===== src/rtl/ser_pkg.sv =====
// Shared types and defaults for the bit serializer
// and the sequence-detector stages it feeds.
package ser_pkg;
  typedef enum logic [0:0] {SER_IDLE, SER_SHIFT} ser_state_t;
  localparam int   SER_WIDTH    = 8;
  localparam logic SER_IDLE_BIT = 1'b0;
endpackage


===== src/rtl/bit_serializer.sv =====
// Parallel-to-serial shifter with a one-word hold buffer
// so back-to-back words leave without an idle bit.
import ser_pkg::*;

module bit_serializer #(
  parameter int   WIDTH     = SER_WIDTH,
  parameter bit   MSB_FIRST = 1'b1,
  parameter logic IDLE_BIT  = SER_IDLE_BIT
) (
  input  logic             clk,
  input  logic             rst,
  input  logic             clr,
  input  logic [WIDTH-1:0] din,
  input  logic             din_valid,
  output logic             din_ready,
  output logic             sout,
  output logic             sout_valid,
  output logic             busy
);

  localparam int CW = $clog2(WIDTH);
  localparam logic [CW-1:0] LAST = CW'(WIDTH - 1);

  ser_state_t state, state_n;
  logic [CW-1:0] cnt, cnt_n;
  logic [WIDTH-1:0] sh, sh_n;
  logic [WIDTH-1:0] hold, hold_n;
  logic hold_full, hold_full_n;
  logic sout_n, sv_n;
  logic xfer;
  logic [WIDTH-1:0] src;

  function automatic logic first_bit(input logic [WIDTH-1:0] w);
    return MSB_FIRST ? w[WIDTH-1] : w[0];
  endfunction

  function automatic logic [WIDTH-1:0] advance(input logic [WIDTH-1:0] w);
    return MSB_FIRST ? (w << 1) : (w >> 1);
  endfunction

  assign din_ready = !hold_full;
  assign busy      = (state == SER_SHIFT) || hold_full;
  assign xfer      = din_valid && din_ready;
  assign src       = hold_full ? hold : din;

  always_comb begin
    state_n     = state;
    cnt_n       = cnt;
    sh_n        = sh;
    hold_n      = hold;
    hold_full_n = hold_full;
    sout_n      = sout;
    sv_n        = sout_valid;
    if (clr) begin
      state_n     = SER_IDLE;
      cnt_n       = '0;
      sh_n        = '0;
      hold_full_n = 1'b0;
      sout_n      = IDLE_BIT;
      sv_n        = 1'b0;
    end else begin
      unique case (state)
        SER_IDLE: begin
          if (xfer) begin
            state_n = SER_SHIFT;
            cnt_n   = '0;
            sh_n    = advance(din);
            sout_n  = first_bit(din);
            sv_n    = 1'b1;
          end
        end
        SER_SHIFT: begin
          if (cnt > LAST) begin
            state_n     = SER_IDLE;
            cnt_n       = '0;
            hold_full_n = 1'b0;
            sout_n      = IDLE_BIT;
            sv_n        = 1'b0;
          end else if (cnt == LAST) begin
            // hold word wins over a fresh one; empty both -> idle
            if (hold_full || xfer) begin
              cnt_n       = '0;
              sh_n        = advance(src);
              sout_n      = first_bit(src);
              hold_full_n = 1'b0;
            end else begin
              state_n = SER_IDLE;
              cnt_n   = '0;
              sout_n  = IDLE_BIT;
              sv_n    = 1'b0;
            end
          end else begin
            cnt_n  = cnt + CW'(1);
            sh_n   = advance(sh);
            sout_n = first_bit(sh);
            if (xfer) begin
              hold_n      = din;
              hold_full_n = 1'b1;
            end
          end
        end
        default: begin
          state_n = SER_IDLE;
          sv_n    = 1'b0;
          sout_n  = IDLE_BIT;
        end
      endcase
    end
  end

  always_ff @(posedge clk or posedge rst) begin
    if (rst) begin
      state      <= SER_IDLE;
      cnt        <= '0;
      sh         <= '0;
      hold       <= '0;
      hold_full  <= 1'b0;
      sout       <= IDLE_BIT;
      sout_valid <= 1'b0;
    end else begin
      state      <= state_n;
      cnt        <= cnt_n;
      sh         <= sh_n;
      hold       <= hold_n;
      hold_full  <= hold_full_n;
      sout       <= sout_n;
      sout_valid <= sv_n;
    end
  end

endmodule


===== config.mk =====
export PLATFORM = sky130hd
export DESIGN_NAME = bit_serializer
export DESIGN_NICKNAME = d
export VERILOG_FILES = /design/src/rtl/ser_pkg.sv /design/src/rtl/bit_serializer.sv
export SDC_FILE = /design/constraint.sdc
export NUM_CORES = 1
export LEC_CHECK = 0
export ABC_AREA = 1
export CAP_MARGIN = 25
export CELL_PAD_IN_SITES_DETAIL_PLACEMENT = 1
export CELL_PAD_IN_SITES_GLOBAL_PLACEMENT = 1
export CORE_MARGIN = 3
export CORE_UTILIZATION = 42
export DETAILED_ROUTE_END_ITERATION = 10
export GPL_ROUTABILITY_DRIVEN = 0
export HOLD_SLACK_MARGIN = 0.1
export PLACE_DENSITY = 0.84
export RECOVER_POWER = 25
export SLEW_MARGIN = 10
export SYNTH_ARGS = -nofsm -noshare
export SYNTH_HDL_FRONTEND = slang
export SYNTH_SLANG_ARGS = --single-unit
export TNS_END_PERCENT = 1

===== constraint.sdc =====
create_clock -name clk -period 3.95 [get_ports clk]
set_clock_uncertainty 0.15 [all_clocks]
set_input_delay 0.5925 -clock clk [delete_from_list [all_inputs] [get_ports clk]]
set_output_delay 0.5925 -clock clk [all_outputs]
set_load 0.05 [all_outputs]

==> metrics, run 1 <==
Max Cap Viol 0; post-layout min period 2.75 ns; post-route ant nets 0; RSZ-0062 raised after global routing no; combinational share of power 26.1%; antenna cells 0; Static Leak 0.777 nW; Peak VDD IR 0.171 mV; Initial Util 45.9%; worst slew pin tran 0.866 ns; Routed WL per cell 15.2 µm; CP Max Fanout 11; Switching Share 34.7%; post-route clock period utilization 69.6%; I/O pin count 16; Setup CP Type flip-flop to output port; Die Span X 61.9 µm; Syn Std Cell Area 1310 µm²; CTS sink cnt 22; Power Internal 0.381 mW; Die Footprint 3830 µm²; via count 1,204; Reg2Reg Capture Point sh[4]$_DFFE_PP0P_; r2r setup slk 1.67 ns; core area 2850 µm²; # H-tree levels 1; syn_area_per_cell 6.97 µm²; most frequent cells in the layout 81 x nand2_1, 26 x nand3_1, 22 x dfrtp_1; Hold Fails Final Rpt 0; Setup TNS 0 ns; Slowest cell on crit path clkdlybuf4s50_1; class of the worst hold path flip-flop to flip-flop; pwr dens 387 nW/µm²; area grow syn2layout 15.1%; via/cell ratio 5.15; post_cts resized 0; TritonCTS clock tree built; Hold Crit Depth 2; Synth Flop Type dfrtp_1; worst flop-to-flop path startpoint cnt[0]$_DFFE_PP0P_; NetSw 0.203 mW; largest net degree at the start of global routing 23; Synth warnings 0; Async SR Flop Fraction 100%; most common cell after layout, fill and taps aside nand2_1; Residual DRC 0; post-synthesis sequential area ratio 42.0%; Sequential Power Share 51.7%; Synth cell types 21; share of cells above drive strength 1 7.39%; first-pass GRT wire length 5950 µm; dpl cells 230; DPL Wire Length 2740 µm; FMAX 0.364 GHz; Post-Syn Nets 203; Critical Path, Cell by Cell inv_1, clkdlybuf4s50_1; critical path's largest stage delay 0.87 ns; largest buffer count on any clock path 2; IO Port Bufs 15; vias in the first global route 1,273; clock latency on the worst-skew pair 0.32 ns; Post-synth EDFFs 0; max-slew violations 0; Rel. slew slack 42.2%; initial antenna violation count 0; CP Data Required Time 3.21 ns; Gate Count Post-Synth 188; Largest delay share family, worst path buffers and inverters; status completed; crit path launch type flip-flop; post-layout util 52.9%; nets@finish 219; Non-Filler Instances 234; Worst Path Buf+Inv 2; Worst setup EP type output port; Rows 19; Total Wirelength 3570 µm; total chip power 0.583 mW; # Post-CTS Setup Buffers 0; hold wc startpoint hold[5]$_DFFE_PP0P_; Yosys reg bits 22; final setup vio count 0; DR iter-0 viols 70; Clock Pin Slew Worst Setup and Hold Paths 0.14 ns; Congestion Overflow GR 0; cts hold-fix bufs 0; CTS Root Cell clkbuf_4; Critical Path AT 2.00 ns; clock network fraction of design power 22.2%; CTS Buf Count 3; TritonRoute pass-1 iters 4; Min-Delay Endpoint hold[5]$_DFFE_PP0P_; Total Routing Usage GR 20.9%; R2R depth 8; DIE HEIGHT 61.9 µm
-- cell type report --
cell class / count / area [µm²]
fillers: 398 / 1350
multi-input cells: 149 / 683
flip-flops and latches: 22 / 551
repair buffers: 15 / 150
inverters: 13 / 48.8
well taps: 31 / 38.8
clock buffers: 4 / 36.3
-- kinds of logic (layout without fill, tap and decap cells) --
| logic type | after synthesis | count (layout) | share of synthesized area, % |
|---|---|---|---|
| compound gates | 9 | 9 | 4.49 |
| flops | 22 | 22 | 42.0 |
| fa+ha+maj | 3 | 3 | 2.87 |
| simple gates | 137 | 137 | 44.8 |
| buf+inv | 17 | 32 | 5.83 |
-- worst max path at each step --
stage / to / cells after the start / from
floorplan: hold[7]$_DFFE_PP0P_ / 9 / cnt[0]$_DFFE_PP0P_
global placement: din_ready / 2 / hold_full$_DFFE_PP0P_
detailed placement: din_ready / 2 / hold_full$_DFFE_PP0P_
CTS: din_ready / 2 / hold_full$_DFFE_PP0P_
global route: din_ready / 2 / hold_full$_DFFE_PP0P_
finish: din_ready / 2 / hold_full$_DFFE_PP0P_
-- sequential cells by signal, indices dropped and copies added (netlist names) --
register,cells
state,1
hold_full,1
cnt,3
sout_valid,1
sout,1
sh,7
hold,8
-- per-stage QoR --
stage | hold slack, ns | area, µm² | setup slack (ns)
3_5_place_dp | 0.313 | 1470 | 1.57
4_1_cts | 0.346 | 1510 | 1.19
2_1_floorplan | 0.292 | 1310 | 2.22
3_3_place_gp | 0.302 | 1470 | 1.62
5_1_grt | 0.372 | 1510 | 1.09
6_report | 0.348 | 1510 | 1.20
-- Yosys cell counts (all sizes together) (3+ instances only) --
cell type	count	area [µm²]
o21ai	6	37.5
ha	3	37.5
nand2	84	323
buf	3	23.8
nand3	28	150
dfrtp	22	551
inv	13	48.8
nor2	23	101
-- per-layer routing --
metal	routed length, µm	share of wire, %	global-route usage [%]	vias to the layer above
li1	-	-	-	624
met1	1770	50	29.7	571
met2	1720	48	33.6	7
met3	54	1.5	2.48	2
met4	20	0.56	5.45	0
met5	0	0	0	-
-- worst min-delay path: stages, from the launching register on --
cell	delay, ns
dfrtp_1	0.38
nand2_1	0.05
nand2_1	0.05
-- power by group through the flow --
| stage | sequential (mW) | combinational, mW | clock (mW) |
|---|---|---|---|
| 5_1_grt | 0.307 | 0.171 | 0.148 |
| 4_1_cts | 0.301 | 0.155 | 0.134 |
| 3_3_place_gp | 0.304 | 0.146 | 0 |
| 3_5_place_dp | 0.306 | 0.154 | 0 |
| 6_report | 0.302 | 0.153 | 0.129 |
| 2_1_floorplan | 0.303 | 0.101 | 0 |
Power figures use the tool's default switching activity.
==> run 2: changes to the inputs <==
Settings changed: CORE_UTILIZATION 42 to 39, PLACE_DENSITY 0.84 to 0.79.
Clock period 3.95 ns to 2.8 ns, I/O delays scaled along.
==> metrics, run 2 (same netlist as run 1, synthesis figures left out) <==
initial antenna violation count 0; Non-Filler Instances 248; Peak VDD IR 0.297 mV; max-slew violations 0; worst flop-to-flop path startpoint cnt[0]$_DFFE_PP0P_; area grow syn2layout 16.9%; Rows 20; Setup CP Type flip-flop to output port; storage element area 551 µm²; DIE HEIGHT 64.0 µm; I/O pin count 16; Initial Util 41.9%; class of the worst hold path flip-flop to flip-flop; multi-input combinational cell area 683 µm²; Critical Path Sink busy; max reg flops 8; CTS sink cnt 22; Reg2Reg Capture Point sh[2]$_DFFE_PP0P_; via count 1,244; crit path launch type flip-flop; cts hold-fix bufs 0; post-layout util 49.0%; CTS Root Cell clkbuf_4; r2r setup slk 0.59 ns; post-route ant nets 0; vias in the first global route 1,329; DP Area 1500 µm²; DPL Wire Length 2700 µm; R2R depth 8; pwr dens 532 nW/µm²; Routed WL per cell 13.7 µm; total chip power 0.815 mW; most frequent cells in the layout 81 x nand2_1, 26 x nand3_1, 22 x dfrtp_1; final setup vio count 0; post-route clock period utilization 87.2%; dpl cells 244; worst slew pin tran 0.843 ns; Critical Path AT 1.87 ns; Worst setup EP type output port; core area 3130 µm²; # Post-CTS Setup Buffers 0; RSZ-0062 raised after global routing no; Worst Setup SP hold_full$_DFFE_PP0P_; Regs by FF count hold (8), sh (7), cnt (3); post_cts resized 0; Clock Pin Slew Worst Setup and Hold Paths 0.12 ns; antenna cells 0; Total Wirelength 3400 µm; Hold Fails Final Rpt 0; nets@finish 220; Fillers 406; DR iter-0 viols 54; post-route cell area 1530 µm²; clock latency on the worst-skew pair 0.31 ns; Congestion Overflow GR 0; TritonRoute pass-1 iters 4; largest net degree at the start of global routing 23; CP Data Required Time 2.23 ns; Top reg by flops hold; Static Leak 0.781 nW; Die Footprint 4090 µm²; CP Max Fanout 11; Rel. slew slack 43.7%; # H-tree levels 1; Max Cap Viol 0; IO Port Bufs 15; Total Routing Usage GR 19.0%; Die Span X 64.0 µm; most common cell after layout, fill and taps aside nand2_1; status completed; share of cells above drive strength 1 7.84%; largest buffer count on any clock path 2; Residual DRC 0; Setup TNS 0 ns; post-layout min period 2.44 ns; via/cell ratio 5.02; first-pass GRT wire length 6190 µm; CTS Buf Count 3; FMAX 0.410 GHz; TritonCTS clock tree built
run 2: changes by cell type in the layout (fill, tap and decap cells not counted), sizes merged:
cell / before / now
buf: 0 / 1
run 2: critical path: stages (launching register included):
cell and delay [ns]:
dfrtp_1 0.54, or2_2 0.33, clkdlybuf4s50_1 0.70
run 2: worst min-delay path by stage:
stage	startpoint	end	slack, ns	cells past startpoint
2_1_floorplan	rst	cnt[0]$_DFFE_PP0P_	0.26	1
3_3_place_gp	sout_valid$_DFFE_PP0P_	sout_valid$_DFFE_PP0P_	0.30	2
3_5_place_dp	hold[5]$_DFFE_PP0P_	hold[5]$_DFFE_PP0P_	0.32	2
4_1_cts	hold[5]$_DFFE_PP0P_	hold[5]$_DFFE_PP0P_	0.35	2
5_1_grt	sout_valid$_DFFE_PP0P_	sout_valid$_DFFE_PP0P_	0.38	2
6_report	sout_valid$_DFFE_PP0P_	sout_valid$_DFFE_PP0P_	0.34	2
run 2: layout make-up:
cell class / instances / share of cell area [%]
timing repair buffer: 16 / 10.3
tap: 44 / 3.59
clock buffer: 4 / 2.37
multi-input combinational: 149 / 44.6
sequential: 22 / 35.9
inverter: 13 / 3.19
run 2: metal layers:
metal	GRT usage, %	vias to the layer above	part of all wire [%]
li1	-	629	-
met4	3.50	0	0.62
met3	4.04	2	2.9
met5	0	-	0
met1	25.3	601	48
met2	31.9	12	48
run 2: power breakdown:
group	internal [mW]	total, mW	switching [mW]
sequential	0.379	0.426	0.0465
combinational	0.0805	0.217	0.136
clock	0.0794	0.173	0.0936
total	0.539	0.815	0.276
run 2: stage by stage:
step / setup slack (ns) / hold slack [ns]
finish: 0.359 / 0.339
global route: 0.277 / 0.377
CTS: 0.345 / 0.347
detailed placement: 0.645 / 0.316
global placement: 0.703 / 0.302
floorplan: 1.07 / 0.259
==> run 3: changes to the inputs <==
Settings changed: CORE_UTILIZATION 39 to 30, PLACE_DENSITY 0.79 to 0.64.
==> metrics, run 3 (same netlist as run 1, synthesis figures left out) <==
Setup TNS 0 ns; Peak VDD IR 0.338 mV; nets@finish 221; Switching Share 31.7%; Routed WL per cell 15.1 µm; combinational share of power 23.1%; critical path's largest stage delay 0.70 ns; post-layout min period 2.39 ns; Power Internal 0.651 mW; crit path launch type flip-flop; largest buffer count on any clock path 2; initial antenna violation count 0; DIE HEIGHT 72.1 µm; Congestion Overflow GR 0; Worst Path Buf+Inv 1; class of the worst hold path input port to async pin; max reg flops 8; Hold Fails Final Rpt 0; RSZ-0062 raised after global routing no; Static Leak 0.797 nW; CTS Buf Count 3; most frequent cells in the layout 81 x nand2_1, 26 x nand3_1, 22 x dfrtp_1; multi-input combinational cell area 683 µm²; Residual DRC 0; Critical Path AT 1.82 ns; via count 1,267; # Post-CTS Setup Buffers 0; status completed; TritonRoute pass-1 iters 4; via/cell ratio 4.97; most common cell after layout, fill and taps aside nand2_1; IO Port Bufs 15; worst hold slack 0.299 ns; clock latency on the worst-skew pair 0.28 ns; Slowest cell on crit path clkdlybuf4s50_1; worst slack, placed 0.551 ns; Top reg by flops hold; final setup vio count 0; antenna cells 0; Total Routing Usage GR 15.8%; CP Data Required Time 2.23 ns; Largest delay share family, worst path buffers and inverters; DR iter-0 viols 21; Rows 23; core area 4120 µm²; vias in the first global route 1,394; share of cells above drive strength 1 7.80%; Max Cap Viol 0; cts hold-fix bufs 0; Final Worst Setup Slack 0.406 ns; Die Span X 72.1 µm; area grow syn2layout 20.4%; CTS Root Cell clkbuf_8; Rel. slew slack 22.8%; post_cts resized 0; Total Wirelength 3840 µm; Fillers 521; Regs by FF count hold (8), sh (7), cnt (3); total chip power 0.954 mW; clock network fraction of design power 32.7%; TritonCTS clock tree built; Critical Path, Cell by Cell or2_2, clkdlybuf4s50_1; NetSw 0.302 mW; first-pass GRT wire length 6400 µm; FMAX 0.418 GHz; post-route ant nets 0; # H-tree levels 1; largest net degree at the start of global routing 23; DPL Wire Length 2800 µm; pwr dens 604 nW/µm²; Die Footprint 5200 µm²; I/O pin count 16; Setup CP Type flip-flop to output port; worst slew pin tran 1.16 ns; post-route clock period utilization 85.5%; Clock Pin Slew Worst Setup and Hold Paths 0.10 ns; Sequential Power Share 44.2%; Worst setup EP type output port; CP Max Fanout 11; Initial Util 31.8%; max-slew violations 0; storage element area 551 µm²; CTS sink cnt 22
-- run 3: final timing paths --
| kind | from | end | slack [ns] | cells after the start |
|---|---|---|---|---|
| hold / removal | rst | hold[4]$_DFFE_PP0P_ | 0.30 | 2 |
| setup reg to reg | cnt[0]$_DFFE_PP0P_ | sh[6]$_DFFE_PP0P_ | 0.52 | 8 |
| max in group asynchronous | rst | hold[6]$_DFFE_PP0P_ | 0.89 | 3 |
| min in group clk | sout_valid$_DFFE_PP0P_ | sout_valid$_DFFE_PP0P_ | 0.33 | 2 |
| setup / recovery | hold_full$_DFFE_PP0P_ | busy | 0.41 | 2 |
| hold reg to reg | sout_valid$_DFFE_PP0P_ | sout_valid$_DFFE_PP0P_ | 0.33 | 2 |
-- run 3: power groups by stage --
stage | Clock, mW | Sequential (mW) | Combinational, mW
after global routing | 0.332 | 0.431 | 0.250
after CTS | 0.324 | 0.422 | 0.223
after detailed placement | 0 | 0.428 | 0.222
after floorplan | 0 | 0.428 | 0.143
after global placement | 0 | 0.427 | 0.214
final | 0.312 | 0.422 | 0.221
-- run 3: layout make-up --
cell class	count	area share, %
tap	50	3.97
timing repair buffer	17	10.2
clock inverter	1	1.90
clock buffer	3	2.62
inverter	13	3.09
sequential	22	34.9
multi-input combinational	149	43.3
-- run 3: worst reg2reg max path, cell delays in order (launching register included) --
cell and delay, ns:
dfrtp_1 0.44, ha_1 0.25, ha_1 0.37, inv_1 0.22
nand4_1 0.25, nand2_1 0.14, nand2_1 0.16, nand3_1 0.14
nand2_1 0.06
-- run 3: routing by layer --
layer	routed length (µm)	global-route usage [%]	share of wire [%]
met5	0	0	0
met4	60	4.18	1.6
met3	96	3.74	2.5
met2	2000	27.5	52
met1	1690	19.4	44
-- run 3: metrics by stage --
| step | instances | utilization (%) | instance area (µm²) |
|---|---|---|---|
| 6_report | 255 | 38.3 | 1580 |
| 3_3_place_gp | 250 | 36.5 | 1500 |
| 4_1_cts | 254 | 38.2 | 1570 |
| 5_1_grt | 255 | 38.3 | 1580 |
| 3_5_place_dp | 250 | 36.5 | 1500 |
| 2_1_floorplan | 188 | - | 1310 |
